### config.mk
export PLATFORM = sky130hd
export DESIGN_NAME = lcd_bus_receiver
export DESIGN_NICKNAME = d
export VERILOG_FILES = /design/src/rtl/lcd_bus_pkg.sv /design/src/rtl/lcd_bus_sync.sv /design/src/rtl/lcd_bus_receiver.sv
export SDC_FILE = /design/constraint.sdc
export NUM_CORES = 1
export LEC_CHECK = 0
export ABC_CLOCK_PERIOD_IN_PS = 2060
export CAP_MARGIN = 30
export CELL_PAD_IN_SITES_DETAIL_PLACEMENT = 0
export CELL_PAD_IN_SITES_GLOBAL_PLACEMENT = 2
export CORE_ASPECT_RATIO = 0.6
export CORE_MARGIN = 3
export CORE_UTILIZATION = 42
export CTS_CLUSTER_SIZE = 25
export DETAILED_ROUTE_END_ITERATION = 16
export GPL_ROUTABILITY_DRIVEN = 0
export PLACE_DENSITY_LB_ADDON = 0.1
export RECOVER_POWER = 100
export SYNTH_ARGS = -nofsm -noshare
export SYNTH_HDL_FRONTEND = slang
export SYNTH_HIERARCHICAL = 1
export SYNTH_SLANG_ARGS = --single-unit
### constraint.sdc
create_clock -name clk -period 2.06 [get_ports clk]
set_input_delay 0.309 -clock clk [delete_from_list [all_inputs] [get_ports clk]]
set_output_delay 0.309 -clock clk [all_outputs]
set_load 0.1 [all_outputs]
### src/rtl/lcd_bus_pkg.sv
// Shared types and constants for the HD44780-style LCD bus receiver.
// Instruction opcodes are matched by mask/match pairs, one pair per highest-set-bit class.
package lcd_bus_pkg;

  typedef enum logic [1:0] {
    INIT_FILL,
    IDLE,
    FILL,
    BUSY
  } rx_state_t;

  localparam int         DDRAM_DEPTH = 32;
  localparam logic [7:0] SPACE_CHAR  = 8'h20;
  localparam logic [4:0] LINE2_BASE  = 5'd16;

  localparam logic [7:0] OP_DDRAM_MASK  = 8'h80, OP_DDRAM_MATCH  = 8'h80;
  localparam logic [7:0] OP_CGRAM_MASK  = 8'hC0, OP_CGRAM_MATCH  = 8'h40;
  localparam logic [7:0] OP_FUNC_MASK   = 8'hE0, OP_FUNC_MATCH   = 8'h20;
  localparam logic [7:0] OP_SHIFT_MASK  = 8'hF0, OP_SHIFT_MATCH  = 8'h10;
  localparam logic [7:0] OP_DISP_MASK   = 8'hF8, OP_DISP_MATCH   = 8'h08;
  localparam logic [7:0] OP_ENTRY_MASK  = 8'hFC, OP_ENTRY_MATCH  = 8'h04;
  localparam logic [7:0] OP_HOME_MASK   = 8'hFE, OP_HOME_MATCH   = 8'h02;
  localparam logic [7:0] OP_CLEAR_MASK  = 8'hFF, OP_CLEAR_MATCH  = 8'h01;

  function automatic logic op_is(input logic [7:0] code, input logic [7:0] mask,
                                 input logic [7:0] match);
    return (code & mask) == match;
  endfunction

  // Address counter step; 5-bit wrap gives 31->0, 0->31 and 15->16 line crossing.
  function automatic logic [4:0] ac_step(input logic [4:0] addr, input logic up);
    return up ? addr + 5'd1 : addr - 5'd1;
  endfunction

endpackage

### src/rtl/lcd_bus_sync.sv
// Two-flop synchronizer for the asynchronous LCD bus plus lcd_en falling-edge detect.
// rs/data are taken from the same synchronized stage as the edge so they stay coherent.
module lcd_bus_sync (
  input  logic       clk,
  input  logic       reset,
  input  logic       lcd_en,
  input  logic       lcd_rs,
  input  logic [7:0] lcd_data,
  output logic       strobe,
  output logic       rs,
  output logic [7:0] data
);

  logic [9:0] meta;
  logic [9:0] stable;
  logic       en_prev;

  always_ff @(posedge clk or posedge reset) begin
    if (reset) begin
      meta    <= '0;
      stable  <= '0;
      en_prev <= 1'b0;
    end else begin
      meta    <= {lcd_en, lcd_rs, lcd_data};
      stable  <= meta;
      en_prev <= stable[9];
    end
  end

  assign strobe = en_prev & ~stable[9];
  assign rs     = stable[8];
  assign data   = stable[7:0];

endmodule

### src/rtl/lcd_bus_receiver.sv
// 2x16 HD44780-style display endpoint: decodes bus writes into DDRAM, address counter and busy.
// Define LCD_RX_BUSY_MODEL_EN to model command busy times; otherwise only fills report busy.
module lcd_bus_receiver
  import lcd_bus_pkg::*;
#(
  parameter int BUSY_CYCLES       = 1850,
  parameter int CLEAR_BUSY_CYCLES = 76000
) (
  input  logic       clk,
  input  logic       reset,
  input  logic [7:0] lcd_data,
  input  logic       lcd_rs,
  input  logic       lcd_en,
  input  logic [4:0] rd_addr,
  output logic [7:0] rd_char,
  output logic [4:0] cursor_addr,
  output logic       display_on,
  output logic       busy,
  output logic       wr_strobe,
  output logic       overrun_err,
  input  logic       err_clear
);

`ifdef LCD_RX_BUSY_MODEL_EN
  localparam bit BUSY_MODEL = 1'b1;
`else
  localparam bit BUSY_MODEL = 1'b0;
`endif

  localparam int             CNT_W      = $clog2(CLEAR_BUSY_CYCLES + 1);
  localparam logic [CNT_W-1:0] BUSY_LOAD  = CNT_W'(BUSY_CYCLES - 1);
  localparam logic [CNT_W-1:0] CLEAR_LOAD = CNT_W'(CLEAR_BUSY_CYCLES - 1);
  localparam logic [CNT_W-1:0] CNT_ONE    = CNT_W'(1);
  localparam logic [4:0]       LAST_IDX   = 5'(DDRAM_DEPTH - 1);

  logic       sync_strobe;
  logic       sync_rs;
  logic [7:0] sync_data;

  rx_state_t        state, next_state;
  logic [4:0]       fill_idx, next_fill;
  logic [CNT_W-1:0] cnt, next_cnt;
  logic [4:0]       ac, next_ac;
  logic             id_inc, next_id;
  logic             next_disp;
  logic             accept;
  logic             mem_we;
  logic [4:0]       mem_waddr;
  logic [7:0]       mem_wdata;
  logic [7:0]       mem [DDRAM_DEPTH];

  lcd_bus_sync u_sync (
    .clk      (clk),
    .reset    (reset),
    .lcd_en   (lcd_en),
    .lcd_rs   (lcd_rs),
    .lcd_data (lcd_data),
    .strobe   (sync_strobe),
    .rs       (sync_rs),
    .data     (sync_data)
  );

  always_comb begin
    next_state = state;
    next_fill  = fill_idx;
    next_cnt   = cnt;
    next_ac    = ac;
    next_id    = id_inc;
    next_disp  = display_on;
    accept     = 1'b0;
    mem_we     = 1'b0;
    mem_waddr  = ac;
    mem_wdata  = sync_data;

    case (state)
      INIT_FILL, FILL: begin
        mem_we    = 1'b1;
        mem_waddr = fill_idx;
        mem_wdata = SPACE_CHAR;
        next_fill = fill_idx + 5'd1;
        if (state == FILL) next_cnt = cnt - CNT_ONE;
        // Clear busy runs across the fill; BUSY covers only what the fill did not use.
        if (fill_idx == LAST_IDX) begin
          if (state == FILL && BUSY_MODEL && cnt != '0) next_state = BUSY;
          else                                          next_state = IDLE;
        end
      end

      IDLE: begin
        if (sync_strobe) begin
          accept = 1'b1;
          if (BUSY_MODEL) begin
            next_state = BUSY;
            next_cnt   = BUSY_LOAD;
          end
          if (sync_rs) begin
            mem_we    = 1'b1;
            mem_waddr = ac;
            next_ac   = ac_step(ac, id_inc);
          end else if (op_is(sync_data, OP_DDRAM_MASK, OP_DDRAM_MATCH)) begin
            next_ac = (sync_data[6] ? LINE2_BASE : 5'd0) | {1'b0, sync_data[3:0]};
          end else if (op_is(sync_data, OP_CGRAM_MASK, OP_CGRAM_MATCH) ||
                       op_is(sync_data, OP_FUNC_MASK, OP_FUNC_MATCH)) begin
            next_ac = ac;
          end else if (op_is(sync_data, OP_SHIFT_MASK, OP_SHIFT_MATCH)) begin
            if (!sync_data[3]) next_ac = ac_step(ac, sync_data[2]);
          end else if (op_is(sync_data, OP_DISP_MASK, OP_DISP_MATCH)) begin
            next_disp = sync_data[2];
          end else if (op_is(sync_data, OP_ENTRY_MASK, OP_ENTRY_MATCH)) begin
            next_id = sync_data[1];
          end else if (op_is(sync_data, OP_HOME_MASK, OP_HOME_MATCH)) begin
            next_ac = '0;
            if (BUSY_MODEL) next_cnt = CLEAR_LOAD;
          end else if (op_is(sync_data, OP_CLEAR_MASK, OP_CLEAR_MATCH)) begin
            next_ac    = '0;
            next_id    = 1'b1;
            next_state = FILL;
            next_fill  = '0;
            next_cnt   = CLEAR_LOAD;
          end
        end
      end

      BUSY: begin
        if (cnt == '0) next_state = IDLE;
        else           next_cnt   = cnt - CNT_ONE;
      end

      default: next_state = INIT_FILL;
    endcase
  end

  always_ff @(posedge clk or posedge reset) begin
    if (reset) begin
      state       <= INIT_FILL;
      fill_idx    <= '0;
      cnt         <= '0;
      ac          <= '0;
      id_inc      <= 1'b1;
      display_on  <= 1'b0;
      overrun_err <= 1'b0;
      rd_char     <= '0;
    end else begin
      state      <= next_state;
      fill_idx   <= next_fill;
      cnt        <= next_cnt;
      ac         <= next_ac;
      id_inc     <= next_id;
      display_on <= next_disp;
      rd_char    <= mem[rd_addr];
      if (sync_strobe && state != IDLE) overrun_err <= 1'b1;
      else if (err_clear)               overrun_err <= 1'b0;
    end
  end

  always_ff @(posedge clk) begin
    if (mem_we) mem[mem_waddr] <= mem_wdata;
  end

  assign busy        = (state != IDLE);
  assign wr_strobe   = accept;
  assign cursor_addr = ac;

endmodule

# [After elaboration in Yosys (flattened, before gate mapping)]
# Memory sizes are Yosys's and may differ from the RTL's. A register that Yosys moved wholly into a read port is not among the register bits.
# Index checks and enable logic that the tools add are counted.
[word_totals] ff_bits=53 latchBits=0 ram_bits=256 romBits=0 input_bits=18 word_cells=127 memories=1
[mem_list] name="mem" depth=32 word_bits=8 read_ports=1 rd_clocked_by_memory_dff=1 write_ports=1 line_no="lcd_bus_receiver.sv:50" source="logic [7:0] mem [DDRAM_DEPTH];"
[op_classes] addsub=4 mul=0 div_mod_pow=0 n_lt_le_gt_ge=0 eq_ne=30 shifts=0 mux=59 n_bitwise=8 n_reduce_logical=15
[ops] operator="two-way mux 17 bit" count=11
[ops] operator="two-way mux 5 bit" count=21
[ops] operator="case mux 17 bit (3 select lines)" count=1
[ops] operator="!= test 2 bit (second input constant)" count=14
[ops] operator="two-way mux 2 bit" count=11
[ops] operator="AND reduction 11 bit" count=2
[ops] operator="logical NOT 17 bit" count=1
[ops] operator="subtractor 17 x 1 -> 17 bit (second input constant)" count=1
[ops] operator="AND reduction 7 bit" count=2
[ops] operator="!= test 4 x 2 -> 1 bit (second input constant)" count=3
[ops] operator="two-way mux 1 bit" count=11
[ops] operator="adder 5 x 1 -> 5 bit (second input constant)" count=2
[ops] operator="case mux 5 bit (2 select lines)" count=1
[ops] operator="AND reduction 10 bit" count=1
[ops] operator="AND reduction 9 bit" count=1
[ops] operator="== test 8 x 1 -> 1 bit (second input constant)" count=1
[ops] operator="two-way mux 8 bit" count=1
[ops] operator="== test 7 x 1 -> 1 bit (second input constant)" count=1
[ops] operator="== test 6 x 1 -> 1 bit (second input constant)" count=1
[ops] operator="NOT 1 bit" count=6
[ops] operator="case mux 2 bit (3 select lines)" count=1
[ops] operator="nonzero test 2 bit" count=3
[ops] operator="== test 5 x 1 -> 1 bit (second input constant)" count=1
[ops] operator="== test 5 bit (second input constant)" count=1
[ops] operator="15 further kinds" count=17

# [Logic depth before layout (Yosys ltp)]
# Gate-level depths: netlist of run 1.
[logic_depth] depth_word=11 depth_mapped=7

# [Modules after synthesis]
# Netlist of run 1, hierarchy kept.
[modules_own_cells] module="lcd_bus_receiver" n_inst=1 cells_each=731 area_each_um2=12321.8 seq_area_each_um2=8689.6
[modules_own_cells] module="lcd_bus_sync" n_inst=1 cells_each=31 area_each_um2=603.1 seq_area_each_um2=525.5

# [Least setup slack after synthesis of run 1]
# OpenSTA, ideal clock, no wires.
[synth_timing] kind="reg2reg" from="register ac[2], in the netlist cursor_addr[2]" to="memory mem[13][0] (enable)" setup_time_ns=0.370 t_arrival_ns=2.062 required_ns=1.690 setup_slack_ns=-0.373 stages_incl_launch_ff=6 n_path_buf=1 cell_sequence="dfrtp_1 > clkbuf_1 > nand2_1 > o21ai_0 > nand2_1 > nor2_1"
[synth_via] elab_chain_cells=1
[synth_rtl] element="from (decl)" line_no="lcd_bus_receiver.sv:43" source="logic [4:0] ac, next_ac;"
[synth_rtl] element="from (signal assigned)" line_no="lcd_bus_receiver.sv:147" source="ac <= next_ac;"
[synth_rtl] element="two-way mux 5 bit"
[synth_rtl] element="to (decl)" line_no="lcd_bus_receiver.sv:50"
# Every way passes these cells.

# [Final worst setup path of run 1]
[layout_timing] from="register cnt[13]" to="register cnt[15]"
[layout_via] elab_chain_cells=3
[layout_rtl] element="from (decl)" line_no="lcd_bus_receiver.sv:42" source="logic [CNT_W-1:0] cnt, next_cnt;"
[layout_rtl] element="from (signal assigned)" line_no="lcd_bus_receiver.sv:146" source="cnt <= next_cnt;"
[layout_rtl] element="subtractor 17 x 1 -> 17 bit or logical NOT 17 bit (tied branches)" line_no="lcd_bus_receiver.sv:81, lcd_bus_receiver.sv:126, lcd_bus_receiver.sv:125"
[layout_rtl] element="two-way mux 17 bit, or another cell as far along" line_no="lcd_bus_receiver.sv:125" source="if (cnt == '0) next_state = IDLE;"
[layout_rtl] element="case mux 17 bit (3 select lines) or AND reduction 11 bit (tied branches)"
# Parallel ways exist; a longest one is shown, timed or not. The select of a mux whose other input is x is not followed.
# A chain may end at the register's enable or synchronous reset.

==> results of run 1 <==
-- placed cells by master, fill, tap and decap left out, types with 5 or more instances in the layout --
master         instances
inv_1                 16
xnor2_1                6
o31ai_1                8
a31oi_1               11
mux4_2                56
dlygate4sd3_1         12
ha_1                   5
clkbuf_1               6
or3_1                  6
buf_4                133
buf_12                14
and3_1                11
a22oi_1                9
clkinv_2               5
edfxtp_1             256
mux2_2                19
nor3_1                14
clkinv_1               7
o21ai_0                9
clkbuf_16             31
nor2_1                40
nand2b_1               5
o22ai_1               19
nand2_1               27
a221oi_1              11
dfrtp_1               55
nor4_1                 6
nand3_1               13
nor2_2                 9
and2_1                 6
buf_6                  6
-- per-layer routing --
metal | wire, um | global-route usage [%]
met5 | 0 | 0
met4 | 385 | 2.72
met3 | 2430 | 5.28
met2 | 13200 | 27.5
met1 | 15300 | 30.9
-- registers in the layout, summed over array words and instances, names as in the netlist, 2 cells and up --
register       count
cnt               17
cursor_addr        5
fill_idx           5
mem              256
rd_char            8
state              2
u_sync/meta       10
u_sync/stable     10
-- metrics by stage --
step,std cells,cell area [um2],total power [mW],setup slack [ns]
after floorplan,762,13000,9.09,-0.133
after global placement,1280,14700,9.91,-0.165
after detailed placement,1281,14700,9.97,-0.199
after CTS,1348,15800,15.8,-0.0191
after global routing,1357,16000,16.4,-0.0765
final,1357,16000,15.8,-0.0190
-- area by class of cell --
cell class | instances | area [um2]
clock buffer | 36 | 795
fill | 2392 | 14100
inverter | 21 | 78.8
timing repair buffer | 175 | 1570
sequential | 317 | 9220
clock inverter | 22 | 231
tap | 408 | 510
multi-input combinational | 378 | 3560
-- report_power, final --
part	total [mW]	internal (mW)	switching (mW)
Sequential	7.37	7.17	0.201
Clock	5.70	3.28	2.42
Combinational	2.71	1.13	1.58
-- cells by family (layout without fill, tap and decap cells) --
kind of cell,after synthesis,after routing
AOI/OAI and AO/OA,113,113
xor gates and xnor gates,7,7
adders and majority gates,6,6
buffers and inverters,67,254
DFF,317,317
muxes,80,80
and+or+nand+nor,172,172
-- worst max-delay path by stage --
stage,endpoint,slack (ns),cells after the start
3_3_place_gp,state[1],-0.17,6
4_1_cts,cnt[15],-0.02,4
5_1_grt,cnt[15],-0.08,5
3_5_place_dp,state[1],-0.20,6
6_report,cnt[15],-0.02,4
2_1_floorplan,mem[1][0],-0.13,5
-- what timing repair did --
action / in CTS / in global routing
hold buffers: 1 / 0
hold endpoints to repair: 1 / 0
setup buffers: 8 / 9
gates resized for setup: 10 / 14
pin swaps: 3 / 9
endpoints found under the setup margin: 18 / 15
==> impl_metrics.tcl, run 1 <==
set metrics [dict create \
    grt_start_max_net_pins 34 \
    hold_ws_ns 0.295 \
    netlist_instances 762 \
    critPathSlowestCell "or4_4" \
    hold_viol 0 \
    yosysMostFrequentCell "edfxtp_1" \
    fp.dieArea_um2 33000 \
    slew_headroom_pct 35.4 \
    crit_family "simple AND/OR/NAND/NOR gates" \
    r2r-start "cnt[13]" \
    areaGrowthSynthToFinish_pct 23.5 \
    num_io_pins 35 \
    finalClockSkew_ns 0.0251 \
    reg2reg_to "cnt[15]" \
    min_path_cells 1 \
    ys_async_sr_fraction_pct 19.2 \
    muxShareOfSynthArea_pct 11.8 \
    clk_latency_ns 0.57 \
    ys.flop_type "edfxtp_1" \
    layout.nets 948 \
    grt_setup_unrepaired "true" \
    layout-drive-gt1-share_pct 33.9 \
    min_period_ns 2.08 \
    path_cells "or4_4 > or3_4 > o311a_1 > or3_1" \
    synth_edf_count 256 \
    yosysSeqAreaShare_pct 71.3 \
    yosys.area_share.adder_pct 0.581 \
    grt_pass1_vias 7598 \
    critPathKind "flop to flop" \
    ir_drop_uv 968 \
    start_util_pct 42.9 \
    root_buffer "clkbuf_16" \
    synthSimpleGateAreaFrac_pct 7.05 \
    routed-via-count 7580 \
    endpoint_kind "flop" \
    routed_wl_mm 31.3 \
    n_antenna_cell 0 \
    synthXorXnorAreaFrac_pct 0.474 \
    yosysWarnings 6 \
    ys_types 70 \
    grt_first_pass_wirelength_mm 47.8 \
    outcome "finished with violations" \
    cp-start-kind "flop" \
    drt_pass1_iterations 5 \
    powerDensity_nw_per_um2 988 \
    synth_compound_area_share_pct 6.51 \
    cp.buffers_inverters 0 \
    route.detailed.drc 0 \
    numCtsBuffers 31 \
    syn-cell-area_um2 12900 \
    vias_per_cell 5.59 \
    cts_buffer_depth 3 \
    arrival_ns 2.53 \
    syn_nets 786 \
    startpoint "cnt[13]" \
    setup_viol 1 \
    maxCapViolCount 0 \
    die_x_um 232 \
    post_drt_wl_per_cell_um 23.0 \
    core_um2 30100 \
    synthTopCellsByCount "256 x edfxtp_1, 60 x dfrtp_1, 56 x mux4_2" \
    finalCoreUtilization_pct 53.0 \
    grt_use_total_pct 19.5 \
    cts_tree "done" \
    drv_slew 0 \
    synth_top_cell_area_share_pct 59.5 \
    antenna_found_initial 0 \
    hold_path.class "input port to flop" \
    holdPathEnd "u_sync/meta[8]" \
    grt-ovfl-total 0 \
    critPathRequiredTime_ns 2.51 \
    slowest_delay_ns 0.56 \
    place_hpwl_mm 21.2 \
    fp.dieH_um 142 \
    drt_iter0_drc 763 \
    violations "setup timing" \
    yosysTopAreaCell "edfxtp_1" \
    core.rowCount 49 \
    ant_nets 0 \
    fmax_ghz 0.481 \
    p_leak_nw 5.66 \
    tightest_slew_ns 0.967 \
    clock-sinks 317 \
    fin_ws_ns -0.0190 \
    fin_tns_setup_ns -0.0190 \
    critical_path.max_fanout 3 \
    final.period_utilization_pct 101 \
    io_buffer_count 34 \
    reg2reg_depth 4 \
    hold_path.startpoint "lcd_rs" \
    clkTransAtPathRegs_ns 0.07 \
    synth_seq_cells 317 \
    syn_avg_cell_area_um2 17.0 \
    r2r_setup_slack_ns -0.02 \
    cts.htree.levels 1 \
    synth.area.top_cells "edfxtp_1 59%, dfrtp_1 12%, mux4_2 9.8%, mux2_2 1.7%, nor2_1 1.4%" \
    synth_top_family_by_area "multiplexers" \
]
Note: power is estimated with default switching activity, not from simulation.
==> run 2, diff against run 1 <==
MAX_ROUTING_LAYER = met4   (was not set)
==> run 2 against run 1 <==
Compared with the run above: the run still ends with setup timing left; non-clock buffer count rose by 1; critical endpoint unchanged; critical path depth did not move; fmax rose by 0.18%; critical path type unchanged; register-to-register slack barely moved; clock skew fell by 0.0027 ns; routed wire length fell by 0.22%; sequential cell count did not move.
==> impl_metrics.tcl, run 2 (same netlist as run 1, synthesis figures left out) <==
set metrics [dict create \
    fin_ws_ns -0.0152 \
    cts_buffer_depth 3 \
    largest_reg_flops 256 \
    ir_drop_uv 968 \
    critPathRequiredTime_ns 2.51 \
    fp.dieArea_um2 33000 \
    slew_headroom_pct 37.4 \
    grt_pass1_vias 7605 \
    final.period_utilization_pct 101 \
    place_hpwl_mm 21.2 \
    maxCapViolCount 0 \
    placed_area_um2 14700 \
    drt_iter0_drc 767 \
    grt_first_pass_wirelength_mm 47.8 \
    finalInstanceArea_um2 16000 \
    antenna_found_initial 0 \
    critical_path.max_fanout 3 \
    multi_input_area_um2 3560 \
    clk_latency_ns 0.57 \
    hold_viol 0 \
    grt_setup_unrepaired "true" \
    regArea_um2 9220 \
    route.detailed.drc 0 \
    final_cell_mix "256 x edfxtp_1, 134 x buf_4, 56 x mux4_2" \
    clkTransAtPathRegs_ns 0.07 \
    min_period_ns 2.08 \
    largest_register "mem" \
    layout-drive-gt1-share_pct 34.1 \
    vias_per_cell 5.56 \
    numCtsBuffers 31 \
    drt_pass1_iterations 5 \
    hold_path.class "input port to flop" \
    core_um2 30100 \
    root_buffer "clkbuf_16" \
    layout.nets 949 \
    fin_cells 1358 \
    layout_commonest_cell "edfxtp_1" \
    grt_start_max_net_pins 34 \
    outcome "finished with violations" \
    p_leak_nw 5.66 \
    fmax_ghz 0.482 \
    violations "setup timing" \
    setup_viol 1 \
    cts.htree.levels 1 \
    areaGrowthSynthToFinish_pct 23.6 \
    grt-ovfl-total 0 \
    powerDensity_nw_per_um2 988 \
    dp_cells 1281 \
    tightest_slew_ns 0.938 \
    top_regs "mem: 256 flops, cnt: 17 flops" \
    finalClockSkew_ns 0.0224 \
    drv_slew 0 \
    ant_nets 0 \
    post_drt_wl_per_cell_um 23.0 \
    clock-sinks 317 \
    io_buffer_count 34 \
    grt_use_total_pct 20.1 \
    routed_wl_mm 31.2 \
    num_io_pins 35 \
    cp-start-kind "flop" \
    routed-via-count 7555 \
    fill_cells 2391 \
    cts_tree "done" \
    fp.dieH_um 142 \
    arrival_ns 2.52 \
    core.rowCount 49 \
    die_x_um 232 \
    start_util_pct 42.9 \
    critPathKind "flop to flop" \
    n_antenna_cell 0 \
    endpoint_kind "flop" \
]
==> run 2: cell count changes in the layout (fill, tap and decap cells not counted) <==
| cell | before | now |
|---|---|---|
| clkbuf_1 | 6 | 5 |
| clkbuf_4 | 3 | 4 |
| buf_4 | 133 | 134 |
==> run 2: worst paths after layout <==
path / startpoint / to / slack (ns) / cells after the start
max: cnt[13] / cnt[15] / -0.02 / 4
min: lcd_rs / u_sync/meta[8] / 0.30 / 1
max reg2reg: cnt[13] / cnt[15] / -0.02 / 4
min reg2reg: u_sync/meta[2] / u_sync/stable[2] / 0.35 / 0
max in group asynchronous: reset / cnt[8] / 0.45 / 4
min in group asynchronous: reset / display_on / 0.73 / 3
==> run 2: worst max-delay path, cell delays in order, from the launching register on <==
cell     delay, ns
dfrtp_1       0.38
or4_4         0.56
or3_4         0.40
o311a_1       0.30
or3_1         0.30
==> run 2: stage by stage <==
step | setup TNS (ns) | total power, mW | hold slack (ns) | utilization [%] | setup WS [ns]
3_3_place_gp | -0.557 | 9.91 | 0.333 | 48.8 | -0.165
6_report | -0.0152 | 15.8 | 0.295 | 53.1 | -0.0152
4_1_cts | -0.0191 | 15.8 | 0.148 | 52.6 | -0.0191
3_5_place_dp | -1.58 | 9.97 | 0.336 | 48.9 | -0.199
2_1_floorplan | -25.37 | 9.09 | 0.286 | - | -0.133
5_1_grt | -0.232 | 16.4 | 0.267 | 53.1 | -0.0747
==> run 2: area by class of cell <==
type | count | area share (%)
sequential | 317 | 57.7
multi-input combinational | 378 | 22.3
timing repair buffer | 176 | 9.87
clock buffer | 36 | 4.97
tap | 408 | 3.19
clock inverter | 22 | 1.45
inverter | 21 | 0.493
==> run 2: what timing repair did <==
item	CTS	global route
setup endpoints to repair	18	15
hold buffers	1	0
pin swaps	3	9
endpoints found under the hold margin	1	0
resized for setup	10	14
buffers inserted	8	10
==> run 2: where the power goes <==
group	internal [mW]	switching [mW]	leakage, nW	total (mW)
clock	3.28	2.43	0.498	5.71
sequential	7.17	0.202	3.03	7.37
combinational	1.13	1.58	2.14	2.71
total	11.6	4.21	5.66	15.8
==> run 2: metal layers <==
layer,GRT usage [%],part of all wire [%]
met5,-,0
met1,30.9,48
met3,5.20,8.9
met2,27.5,42
met4,2.72,1.2
